--- src/rtl/dma_pkg.sv ---
// ============================================================================
// Module  : dma_pkg
// Brief   : Register offsets, CTRL/STAT bit positions and FSM states for dma_copy.
// Revision: 1.0
// ============================================================================
`default_nettype none

package dma_pkg;

    // Word offsets, compared against addr[3:2]
    localparam logic [1:0] c_reg_src  = 2'd0;
    localparam logic [1:0] c_reg_dst  = 2'd1;
    localparam logic [1:0] c_reg_len  = 2'd2;
    localparam logic [1:0] c_reg_ctrl = 2'd3;

    localparam int c_ctrl_start_bit = 0;
    localparam int c_stat_busy_bit  = 0;
    localparam int c_stat_done_bit  = 1;

    typedef enum logic [1:0] {
        ST_IDLE     = 2'd0,
        ST_DONE_CHK = 2'd1,
        ST_READ     = 2'd2,
        ST_WRITE    = 2'd3
    } dma_state_t;

endpackage

`default_nettype wire

--- src/rtl/dma_copy.sv ---
// ============================================================================
// Module  : dma_copy
// Brief   : Register-programmed word copy engine with a single bus master port.
// Revision: 1.0
// ============================================================================
`default_nettype none

module dma_copy
    import dma_pkg::*;
#(
    parameter int LEN_W = 16
) (
    input  logic        clk,
    input  logic        reset,
    input  logic        dma_sel,
    input  logic [3:0]  addr,
    input  logic [3:0]  wstrb,
    input  logic [31:0] dma_data_i,
    output logic [31:0] dma_data_o,
    output logic        dma_ready,
    output logic        m_valid,
    output logic [31:0] m_addr,
    output logic [31:0] m_wdata,
    output logic [3:0]  m_wstrb,
    input  logic        m_ready,
    input  logic [31:0] m_rdata
);

    logic [31:0]      r_src;
    logic [31:0]      r_dst;
    logic [LEN_W-1:0] r_len;
    logic [31:0]      r_wsrc;
    logic [31:0]      r_wdst;
    logic [LEN_W-1:0] r_wcnt;
    logic [31:0]      r_buf;
    logic             r_done;
    dma_state_t       r_state;

    logic        w_busy;
    logic        w_acc;
    logic        w_cfg_wr;
    logic        w_start;
    logic [31:0] w_rdata;

    assign w_busy   = (r_state != ST_IDLE);
    // One access per select: the ready pulse itself blocks a second sample
    assign w_acc    = dma_sel & ~dma_ready;
    assign w_cfg_wr = w_acc & (|wstrb) & ~w_busy;
    assign w_start  = w_cfg_wr & (addr[3:2] == c_reg_ctrl) & dma_data_i[c_ctrl_start_bit];

    always_comb begin
        w_rdata = 32'd0;
        case (addr[3:2])
            c_reg_src:  w_rdata = r_src;
            c_reg_dst:  w_rdata = r_dst;
            c_reg_len:  w_rdata = 32'(r_len);
            c_reg_ctrl: begin
                w_rdata[c_stat_busy_bit] = w_busy;
                w_rdata[c_stat_done_bit] = r_done;
            end
            default:    w_rdata = 32'd0;
        endcase
    end

    always_ff @(posedge clk) begin
        if (reset) begin
            dma_ready  <= 1'b0;
            dma_data_o <= 32'd0;
            r_src      <= 32'd0;
            r_dst      <= 32'd0;
            r_len      <= '0;
        end else begin
            dma_ready <= w_acc;
            if (w_acc) begin
                dma_data_o <= w_rdata;
            end
            if (w_cfg_wr) begin
                case (addr[3:2])
                    c_reg_src: r_src <= {dma_data_i[31:2], 2'b00};
                    c_reg_dst: r_dst <= {dma_data_i[31:2], 2'b00};
                    c_reg_len: r_len <= dma_data_i[LEN_W-1:0];
                    default:   ;
                endcase
            end
        end
    end

    // Each bus phase raises m_valid one cycle after entering its state, which
    // guarantees an idle cycle between consecutive master transactions.
    always_ff @(posedge clk) begin
        if (reset) begin
            r_state <= ST_IDLE;
            r_wsrc  <= 32'd0;
            r_wdst  <= 32'd0;
            r_wcnt  <= '0;
            r_buf   <= 32'd0;
            r_done  <= 1'b0;
            m_valid <= 1'b0;
            m_addr  <= 32'd0;
            m_wdata <= 32'd0;
            m_wstrb <= 4'd0;
        end else begin
            case (r_state)
                ST_IDLE: begin
                    m_valid <= 1'b0;
                    if (w_start) begin
                        r_wsrc  <= r_src;
                        r_wdst  <= r_dst;
                        r_wcnt  <= r_len;
                        r_done  <= 1'b0;
                        r_state <= ST_DONE_CHK;
                    end
                end
                ST_DONE_CHK: begin
                    if (r_wcnt == '0) begin
                        r_done  <= 1'b1;
                        r_state <= ST_IDLE;
                    end else begin
                        r_state <= ST_READ;
                    end
                end
                ST_READ: begin
                    if (!m_valid) begin
                        m_valid <= 1'b1;
                        m_addr  <= r_wsrc;
                        m_wstrb <= 4'h0;
                    end else if (m_ready) begin
                        r_buf   <= m_rdata;
                        m_valid <= 1'b0;
                        r_state <= ST_WRITE;
                    end
                end
                ST_WRITE: begin
                    if (!m_valid) begin
                        m_valid <= 1'b1;
                        m_addr  <= r_wdst;
                        m_wdata <= r_buf;
                        m_wstrb <= 4'hF;
                    end else if (m_ready) begin
                        m_valid <= 1'b0;
                        r_wsrc  <= r_wsrc + 32'd4;
                        r_wdst  <= r_wdst + 32'd4;
                        r_wcnt  <= r_wcnt - LEN_W'(1);
                        r_state <= ST_DONE_CHK;
                    end
                end
                default: r_state <= ST_IDLE;
            endcase
        end
    end

endmodule

`default_nettype wire

--- config.mk ---
export PLATFORM = sky130hd
export DESIGN_NAME = dma_copy
export DESIGN_NICKNAME = d
export VERILOG_FILES = /design/src/rtl/dma_pkg.sv /design/src/rtl/dma_copy.sv
export SDC_FILE = /design/constraint.sdc
export NUM_CORES = 1
export LEC_CHECK = 0
export CAP_MARGIN = 0
export CORE_ASPECT_RATIO = 1.4
export CORE_MARGIN = 2
export CORE_UTILIZATION = 40
export DETAILED_ROUTE_END_ITERATION = 8
export GPL_ROUTABILITY_DRIVEN = 0
export PLACE_DENSITY = 0.63
export SYNTH_ARGS = -nofsm -noshare
export SYNTH_HDL_FRONTEND = slang
export SYNTH_SLANG_ARGS = --single-unit
--- constraint.sdc ---
create_clock -name clk -period 2.6 [get_ports clk]
set_clock_uncertainty 0.15 [all_clocks]
set_input_delay 0.78 -clock clk [delete_from_list [all_inputs] [get_ports clk]]
set_output_delay 0.78 -clock clk [all_outputs]
set_load 0.05 [all_outputs]
==> results.json, run 1 <==
{
  "cts_tree": "done",
  "max_cap_violations": 0,
  "post-cts-setup-buffers": 0,
  "ios": 178,
  "synth_compound_area_share_pct": 21.6,
  "powerDensity_nw_per_um2": 621,
  "yosys.area_share.simple_pct": 23.1,
  "crit_path_end_kind": "flip-flop",
  "p_leak_uw": 0.00593,
  "die_area_sq_um": 33500,
  "fin_util_pct": 51.8,
  "synth_flop_cell": "dfxtp_1",
  "drtIter0Drc": 867,
  "cp_max_fo": 26,
  "first_pass_iters": 6,
  "ys_ff_latch": 285,
  "ys_seq_area_share_pct": 44.5,
  "final.period_utilization_pct": 97.0,
  "p_int_uw": 7530,
  "antenna_cells": 0,
  "drive_gt1_share_pct": 9.86,
  "arrival_ps": 2870,
  "cts_hold_buffers": 0,
  "p_seq_share_pct": 45.9,
  "timing.fmax_ghz": 0.397,
  "hpwl_um": 27100,
  "yosysWarningCount": 0,
  "syn-num-nets": 1721,
  "post_drt_via_cell_ratio": 5.58,
  "syn_area_sq_um": 12800,
  "final_cell_mix": "nand2_1, dfxtp_1, a21oi_1",
  "antenna_found_initial": 2,
  "numPortBuffers": 175,
  "area_growth_syn_to_layout_pct": 27.8,
  "start_kind": "input port",
  "syn_area_per_cell_sq_um": 7.83,
  "synth_cells": 1636,
  "sw_frac_of_total_pct": 26.0,
  "die_h_um": 216,
  "start_util_pct": 40.5,
  "crit_type": "in2reg",
  "hold_violations": 0,
  "rsz0062_at_grt": "false",
  "die_x_um": 155,
  "numCtsBuffers": 29,
  "ys_async_sr_fraction_pct": 0,
  "overflow": 0,
  "required_ps": 2950,
  "synth_edf_count": 0,
  "clkTransAtPathRegs_ps": 60,
  "finalMaxSlewViolations": 0,
  "total_power_uw": 10200,
  "synth.area.mux_share_pct": 5.17,
  "synthAdderAreaFrac_pct": 0.879,
  "final_common_cell": "nand2_1",
  "vias": 12400,
  "status": "completed",
  "synth_top_family_by_area": "simple AND/OR/NAND/NOR gates",
  "grt_max_degree": 80,
  "drc": 0,
  "cts_root_buf": "clkbuf_16",
  "slew_headroom_pct": 49.4,
  "htreeDepth": 1,
  "fp-row-count": 77,
  "first_global_vias": 11600,
  "clk_path_buf_depth": 3,
  "track_usage_pct": 22.4,
  "drtAntennaViolNets": 0,
  "final_nets": 1892,
  "hold_path.class": "reg2reg",
  "place_ws_ps": -492,
  "p_comb_share_pct": 12.6,
  "core_area_sq_um": 31600,
  "vdd_drop_max_v": 0.000485,
  "grt_pass1_wl_um": 61700,
  "clk_latency_ps": 550,
  "wl_per_cell_um": 17.4,
  "finalSetupViolCount": 0,
  "fin_crit_ps": 2520,
  "p_sw_uw": 2640,
  "layout_setup_ws_ps": 79.0,
  "synth-xor-area-share_pct": 0,
  "tightest_slew_ps": 758,
  "clock_sinks": 285,
  "wirelength_um": 38600,
  "yosys.cell_types.count": 60,
  "pwr-share-clk_pct": 41.5
}
==> flip-flops by register name, indices dropped and copies added, names as in the netlist <==
name,flops
m_valid,1
r_len,16
r_buf,32
m_wdata,32
r_wsrc,30
dma_ready,1
r_dst,30
m_wstrb,1
r_done,1
r_src,30
r_state,2
m_addr,31
r_wdst,30
dma_data_o,32
r_wcnt,16
==> logic make-up (layout without fill, tap and decap cells) <==
group | count (synthesis) | in the layout
compound gates | 460 | 460
fa+ha+maj | 9 | 9
buf+inv | 152 | 342
flops | 285 | 285
mux | 64 | 64
simple gates | 666 | 666
==> metal layers <==
layer | wire (um) | vias up | global-route usage (%)
li1 | - | 6114 | -
met1 | 16400 | 5808 | 28.1
met2 | 18700 | 402 | 38.4
met3 | 2500 | 68 | 4.38
met4 | 974 | 4 | 7.40
met5 | 27 | - | 0
==> power groups by stage <==
stage | registers, uW | logic [uW] | clock network, uW
2_1_floorplan | 4790 | 670 | 0
3_3_place_gp | 4760 | 1270 | 0
3_5_place_dp | 4770 | 1280 | 0
4_1_cts | 4670 | 1270 | 4320
5_1_grt | 4690 | 1400 | 4500
6_report | 4670 | 1280 | 4220
==> path summary, 6_finish.rpt <==
check | cells past startpoint | end | startpoint | slack (ps)
max | 7 | r_wdst[2] | wstrb[1] | 80
min | 2 | r_buf[1] | r_buf[1] | 300
max reg2reg | 6 | r_wdst[24] | r_wdst[2] | 180
min reg2reg | 2 | r_buf[1] | r_buf[1] | 300
==> critical path, cell delays in order <==
cell and delay, ps:
clkdlybuf4s50_1 410, nor4_1 630, o31ai_4 140, and2_2 300, buf_4 250, a31oi_1 210, o21a_1 140
==> synthesized netlist by cell type, types with 8 or more instances <==
cell type	count	area share (%)
a21oi_1	222	8.7
a31oi_1	8	0.39
mux2i_1	47	3.7
nor2b_1	20	0.98
a211oi_1	63	3.7
o22ai_1	13	0.63
dfxtp_1	285	45
nand4_1	19	0.93
mux2_2	17	1.5
nor2_1	125	3.7
o21a_1	8	0.47
buf_2	11	0.43
inv_1	21	0.62
ha_1	9	0.88
a22oi_1	18	1.1
o32ai_1	11	0.75
o21ai_0	66	2.6
nor3_1	33	1.3
nand2_1	352	10
and2_1	8	0.39
clkbuf_1	109	3.2
nor4_1	17	0.83
nand3_1	33	1.3
o31ai_1	11	0.64
and3_1	12	0.59
==> per-stage QoR <==
| stage | cell area, sq um | hold slack, ps | TNS (ps) | instances |
|---|---|---|---|---|
| 2_1_floorplan | 12800 | 282 | 0 | 1636 |
| 3_3_place_gp | 15500 | 286 | -39410 | 2171 |
| 3_5_place_dp | 15500 | 296 | -48350 | 2171 |
| 4_1_cts | 16400 | 303 | 0 | 2221 |
| 5_1_grt | 16400 | 315 | 0 | 2221 |
| 6_report | 16400 | 303 | 0 | 2221 |
==> repair_timing <==
item | in CTS | in global routing
endpoints found under the setup margin | 100 | 14
pin swaps | 0 | 0
resized for setup | 100 | 3
==> layout make-up <==
class	count	area, sq um
Sequential cell	285	5710
Clock inverter	6	91.3
Fill cell	3058	15200
Tap cell	395	494
Multi-Input combinational cell	1199	6570
Timing Repair Buffer	270	2570
Inverter	22	82.6
Clock buffer	44	862
Power figures use the tool's default switching activity.
==> run 2, diff against run 1 <==
- CELL_PAD_IN_SITES_DETAIL_PLACEMENT: unset -> 0
- CELL_PAD_IN_SITES_GLOBAL_PLACEMENT: unset -> 1
- CORE_UTILIZATION: 40 -> 28
- PLACE_DENSITY: 0.63 -> 0.61
==> run 2 against run 1 <==
Effect of this change: non-clock buffer count grew 6; largest power group is now the clock network; cell area rose by 3.7%; first-iteration DRC count down 27%; clock power is 18% higher; clock-buffer cell count rose by 11; cell count up 10%.
==> results.json, run 2 (synthesized netlist as in run 1, its figures left out) <==
{
  "timing.fmax_ghz": 0.402,
  "die_h_um": 257,
  "wl_per_cell_um": 17.7,
  "powerDensity_nw_per_um2": 647,
  "p_leak_uw": 0.00609,
  "place_ws_ps": -527,
  "final_nets": 1903,
  "post_drt_via_cell_ratio": 4.95,
  "status": "completed",
  "finalSetupViolCount": 0,
  "r2r_slack_ps": 150,
  "holdPathEnd": "m_wdata[5]",
  "antenna_cells": 0,
  "drc": 0,
  "required_ps": 2900,
  "start_kind": "input port",
  "drtIter0Drc": 633,
  "whs_path_depth": 2,
  "arrival_ps": 2790,
  "die_x_um": 185,
  "total_power_uw": 11000,
  "core_area_sq_um": 45100,
  "first_pass_iters": 5,
  "hold_violations": 0,
  "first_global_vias": 11800,
  "min_from": "r_buf[5]",
  "fin_util_pct": 37.6,
  "rsz0062_at_grt": "false",
  "multi_input_area_sq_um": 6570,
  "slew_headroom_pct": 46.3,
  "final_common_cell": "nand2_1",
  "post-cts-setup-buffers": 0,
  "cts_root_buf": "clkbuf_16",
  "cp-startpoint": "wstrb[1]",
  "numCtsBuffers": 34,
  "clk_path_buf_depth": 3,
  "clkTransAtPathRegs_ps": 60,
  "regArea_sq_um": 5710,
  "overflow": 0,
  "final.period_utilization_pct": 95.7,
  "reg_top3": "dma_data_o: 32 flops, m_wdata: 32 flops, r_buf: 32 flops",
  "grt_max_degree": 80,
  "final_cell_mix": "nand2_1, dfxtp_1, a21oi_1",
  "area_growth_syn_to_layout_pct": 32.5,
  "r2r-end": "r_wdst[24]",
  "reg2reg_depth": 6,
  "fin_tns_setup_ps": 0,
  "fin_crit_ps": 2490,
  "clk_latency_ps": 530,
  "finalMaxSlewViolations": 0,
  "cts_tree": "done",
  "start_util_pct": 28.4,
  "drtAntennaViolNets": 0,
  "numPortBuffers": 175,
  "layout_setup_ws_ps": 112,
  "clock_sinks": 285,
  "vias": 12200,
  "reg2reg_from": "r_wdst[2]",
  "fp-row-count": 92,
  "tightest_slew_ps": 804,
  "ios": 178,
  "antenna_found_initial": 2,
  "track_usage_pct": 18.1,
  "hold_path.class": "reg2reg",
  "cp_max_fo": 4,
  "die_area_sq_um": 47500,
  "grt_pass1_wl_um": 68100,
  "fillers": 4827,
  "htreeDepth": 2,
  "drive_gt1_share_pct": 10.9,
  "crit_type": "in2reg",
  "wirelength_um": 43500,
  "crit_path_end_kind": "flip-flop",
  "max_cap_violations": 0,
  "vdd_drop_max_v": 0.000450,
  "hpwl_um": 30700
}
-- run 2: cell types whose count changed in the layout (fill, tap and decap cells not counted) --
cell | previous run | this run
clkbuf_8 | 9 | 11
buf_12 | 19 | 25
clkbuf_16 | 29 | 37
or4_1 | 4 | 5
clkbuf_1 | 7 | 8
clkinv_2 | 1 | 4
dlygate4sd2_1 | 100 | 95
inv_8 | 1 | 0
buf_4 | 78 | 83
or4_4 | 3 | 2
clkinvlp_4 | 2 | 0
-- run 2: layout make-up --
type	count	area share, %
multi-input combinational	1199	38.7
inverter	22	0.486
clock buffer	55	6.44
clock inverter	6	0.472
sequential	285	33.6
tap	611	4.50
timing repair buffer	276	15.8
-- run 2: per-layer routing --
layer	part of all wire [%]	vias up	GRT usage [%]
li1	-	6151	-
met1	42	5658	22.0
met2	49	279	30.9
met3	5.5	67	3.84
met4	3.5	4	6.97
met5	0.060	-	0
-- run 2: where the power goes --
part	switching, uW	total [uW]	internal (uW)
clock network	1910	4980	3070
registers	156	4670	4520
logic	767	1330	566
total	2830	11000	8150
-- run 2: stage by stage --
stage	std cells	hold WS, ps	instance area [sq um]
after CTS	2454	302	17000
after detailed placement	2393	296	15900
after global placement	2393	286	15900
after global routing	2454	320	17000
final	2454	300	17000
after floorplan	1636	282	12800
-- run 2: how the worst max path moves through the flow --
| stage | to | slack (ps) | cells after the start |
|---|---|---|---|
| 2_1_floorplan | r_wsrc[25] | 130 | 7 |
| 3_3_place_gp | r_len[5] | -550 | 6 |
| 3_5_place_dp | r_len[4] | -530 | 6 |
| 4_1_cts | r_len[6] | 30 | 6 |
| 5_1_grt | r_wsrc[22] | 9 | 8 |
| 6_report | r_wsrc[22] | 110 | 8 |
-- run 2: worst max-delay path: stages --
cell and delay (ps):
clkdlybuf4s50_1 410, nor4_1 570, o31ai_4 140, buf_4 170
a21oi_1 350, buf_4 200, o21ai_0 90, o21ai_0 90
-- run 2: timing repair --
action | in CTS | in global routing
resized for setup | 95 | 2
pin swaps | 0 | 0
hold buffers | 0 | 0
setup endpoints to repair | 95 | 29
==> run 3, diff against run 2 <==
- ABC_AREA: unset -> 1
- CORE_ASPECT_RATIO: 1.4 -> 1.2
- PLACE_DENSITY: 0.61 -> 0.62
==> run 3 against run 2 <==
Effect of this change: critical path depth is 7 lower; cell count is 14% higher; via count is 10% higher; cell area grew 1.1%; first-iteration DRC count is 26% higher; combinational power grew to 2.9 times the previous value; flip-flop and latch count is the same; clock-buffer cell count is 3 lower; non-clock buffer count is 34 lower; sequential share of layout area is 0.38 points lower; critical path type is now reg2out; critical endpoint is now m_wstrb[2]; largest cell class unchanged; highest routed layer is now met4.
==> results.json, run 3 <==
{
  "cp_max_fo": 5,
  "finalSetupViolCount": 0,
  "grt_pass1_wl_um": 75900,
  "vias": 13400,
  "synth_cells": 2007,
  "slew_headroom_pct": 22.2,
  "synth_flop_cell": "dfxtp_1",
  "first_pass_iters": 5,
  "area_growth_syn_to_layout_pct": 27.8,
  "ys_seq_area_share_pct": 42.5,
  "track_usage_pct": 19.7,
  "synth_top_area_share_pct": 42.5,
  "die_area_sq_um": 49800,
  "r2r-end": "r_wdst[26]",
  "reg2reg_from": "r_state[0]",
  "yosys-top-cells-area": "dfxtp_1, nand2_1, o21ai_0",
  "required_ps": 1670,
  "final.period_utilization_pct": 94.4,
  "antenna_found_initial": 1,
  "ios": 178,
  "p_leak_uw": 0.00707,
  "start_kind": "flip-flop",
  "synth_edf_count": 0,
  "max_cap_violations": 0,
  "core_area_sq_um": 47200,
  "vdd_drop_max_v": 0.000385,
  "numPortBuffers": 175,
  "wl_per_cell_um": 17.5,
  "holdPathEnd": "m_addr[1]",
  "layout_setup_ws_ps": 146,
  "cp_cell_sequence": "dlygate4sd2_1",
  "final_common_cell": "nand2_1",
  "finalMaxSlewViolations": 0,
  "syn_area_per_cell_sq_um": 6.69,
  "cp_slowest_stage_delay_ps": 560,
  "die_x_um": 204,
  "dpl_cell_area_sq_um": 16100,
  "whs_path_depth": 2,
  "regArea_sq_um": 5710,
  "status": "completed",
  "numCtsBuffers": 36,
  "ys_ff_latch": 285,
  "final_nets": 2245,
  "busiest_layer": "met2",
  "place_ws_ps": -320,
  "path_buf_inv": 1,
  "syn-num-nets": 2092,
  "crit_family": "buffers and inverters",
  "post-cts-setup-buffers": 0,
  "drtAntennaViolNets": 0,
  "cts_root_buf": "clkbuf_16",
  "final_cell_mix": "nand2_1, dfxtp_1, nor2_1",
  "fp-row-count": 87,
  "drive_gt1_share_pct": 7.14,
  "timing.fmax_ghz": 0.408,
  "rsz0062_at_grt": "false",
  "clock_sinks": 285,
  "tightest_slew_ps": 1170,
  "fin_tns_setup_ps": 0,
  "overflow": 0,
  "grt_max_degree": 115,
  "clk_path_buf_depth": 3,
  "fin_area_sq_um": 17200,
  "crit_type": "reg2out",
  "yosys.cell_types.count": 36,
  "die_h_um": 244,
  "cts_tree": "done",
  "ys_async_sr_fraction_pct": 0,
  "drtIter0Drc": 796,
  "cp_slowest_cell": "dlygate4sd2_1",
  "syn_area_sq_um": 13400,
  "hpwl_um": 34500,
  "reg_top3": "dma_data_o: 32 flops, m_wdata: 32 flops, r_buf: 32 flops",
  "use_met3_pct": 3.08,
  "start_util_pct": 28.4,
  "yosys.cell_count.top_type": "nand2_1",
  "ys_top_cells_by_count": "nand2_1, dfxtp_1, nor2_1",
  "yosysWarningCount": 0,
  "synth_top_area_cell": "dfxtp_1",
  "grtUsageMet2_pct": 34.8,
  "antenna_cells": 0,
  "first_global_vias": 12900,
  "fin_crit_ps": 2450,
  "powerDensity_nw_per_um2": 821,
  "r2r_slack_ps": 380,
  "htreeDepth": 2,
  "wirelength_um": 49200,
  "crit_path_end_kind": "output pin",
  "hold_path.class": "reg2reg",
  "reg2reg_depth": 12,
  "drc": 0,
  "post_drt_via_cell_ratio": 4.78,
  "grtUsageMet1_pct": 24.2,
  "clk_latency_ps": 560,
  "fillers": 5185,
  "arrival_ps": 1520,
  "clkTransAtPathRegs_ps": 60,
  "multi_input_area_sq_um": 6480,
  "hold_violations": 0,
  "min_from": "m_addr[1]"
}
[run 3: cell types whose count changed in the layout (fill, tap and decap cells not counted), sizes merged, moves of 47 or more]
cell / before / now
a211oi: 63 / 4
inv: 22 / 194
mux2i: 47 / 0
nand2: 353 / 414
nand3: 34 / 137
nor2: 125 / 277
o21ai: 66 / 238
[run 3: worst min-delay path: stages, from the launching register on]
cell     delay, ps
dfxtp_1        310
nand2_1         60
nor2_1          40
[run 3: layout make-up]
cell class | instances | share of cell area [%]
clock buffers | 52 | 6.13
clock inverters | 10 | 0.510
inverters | 194 | 4.28
multi-input cells | 1401 | 37.7
flip-flops and latches | 285 | 33.2
well taps | 623 | 4.54
repair buffers | 242 | 13.6
[run 3: cell families (layout without fill, tap and decap cells)]
kind of cell / after synthesis / in the layout / share of synthesized area [%]
simple gates: 866 / 866 / 26.3
xor+xnor: 3 / 3 / 0.196
flops: 285 / 285 / 42.5
buf+inv: 321 / 498 / 9.57
compound gates: 523 / 523 / 20.6
fa+ha+maj: 9 / 9 / 0.838
[run 3: stage by stage]
step | power, uW | cells | hold WS, ps | util (%)
6_report | 14100 | 2807 | 299 | 36.3
3_3_place_gp | 9460 | 2745 | 295 | 34.2
4_1_cts | 14300 | 2807 | 302 | 36.3
2_1_floorplan | 7900 | 2007 | 284 | -
5_1_grt | 14800 | 2807 | 323 | 36.3
3_5_place_dp | 9480 | 2745 | 299 | 34.2
[run 3: layer usage]
metal  up-vias  wire length [um]
met5         -                 0
met4         0              1580
met3        65              1950
met2       275             24600
met1      6194             21100
li1       6893                 -
[run 3: worst max-delay path by stage]
stage	cells past startpoint	to	slack (ps)	startpoint
global route	1	m_wstrb[2]	90	m_wstrb[2]
detailed placement	8	dma_data_o[8]	-320	addr[2]
finish	1	m_wstrb[2]	150	m_wstrb[2]
floorplan	10	r_wcnt[7]	510	addr[2]
global placement	8	dma_data_o[8]	-320	addr[2]
CTS	1	m_wstrb[2]	100	m_wstrb[2]
[run 3: what timing repair did]
item | 4_1_cts | 5_1_grt
hold buffers | 0 | 0
resized for setup | 90 | 0
setup endpoints to repair | 90 | 0
[run 3: power by group]
part | total, uW | switching [uW] | internal [uW]
clock network | 4910 | 2010 | 2910
registers | 5360 | 431 | 4930
logic | 3810 | 2700 | 1110
total | 14100 | 5140 | 8950
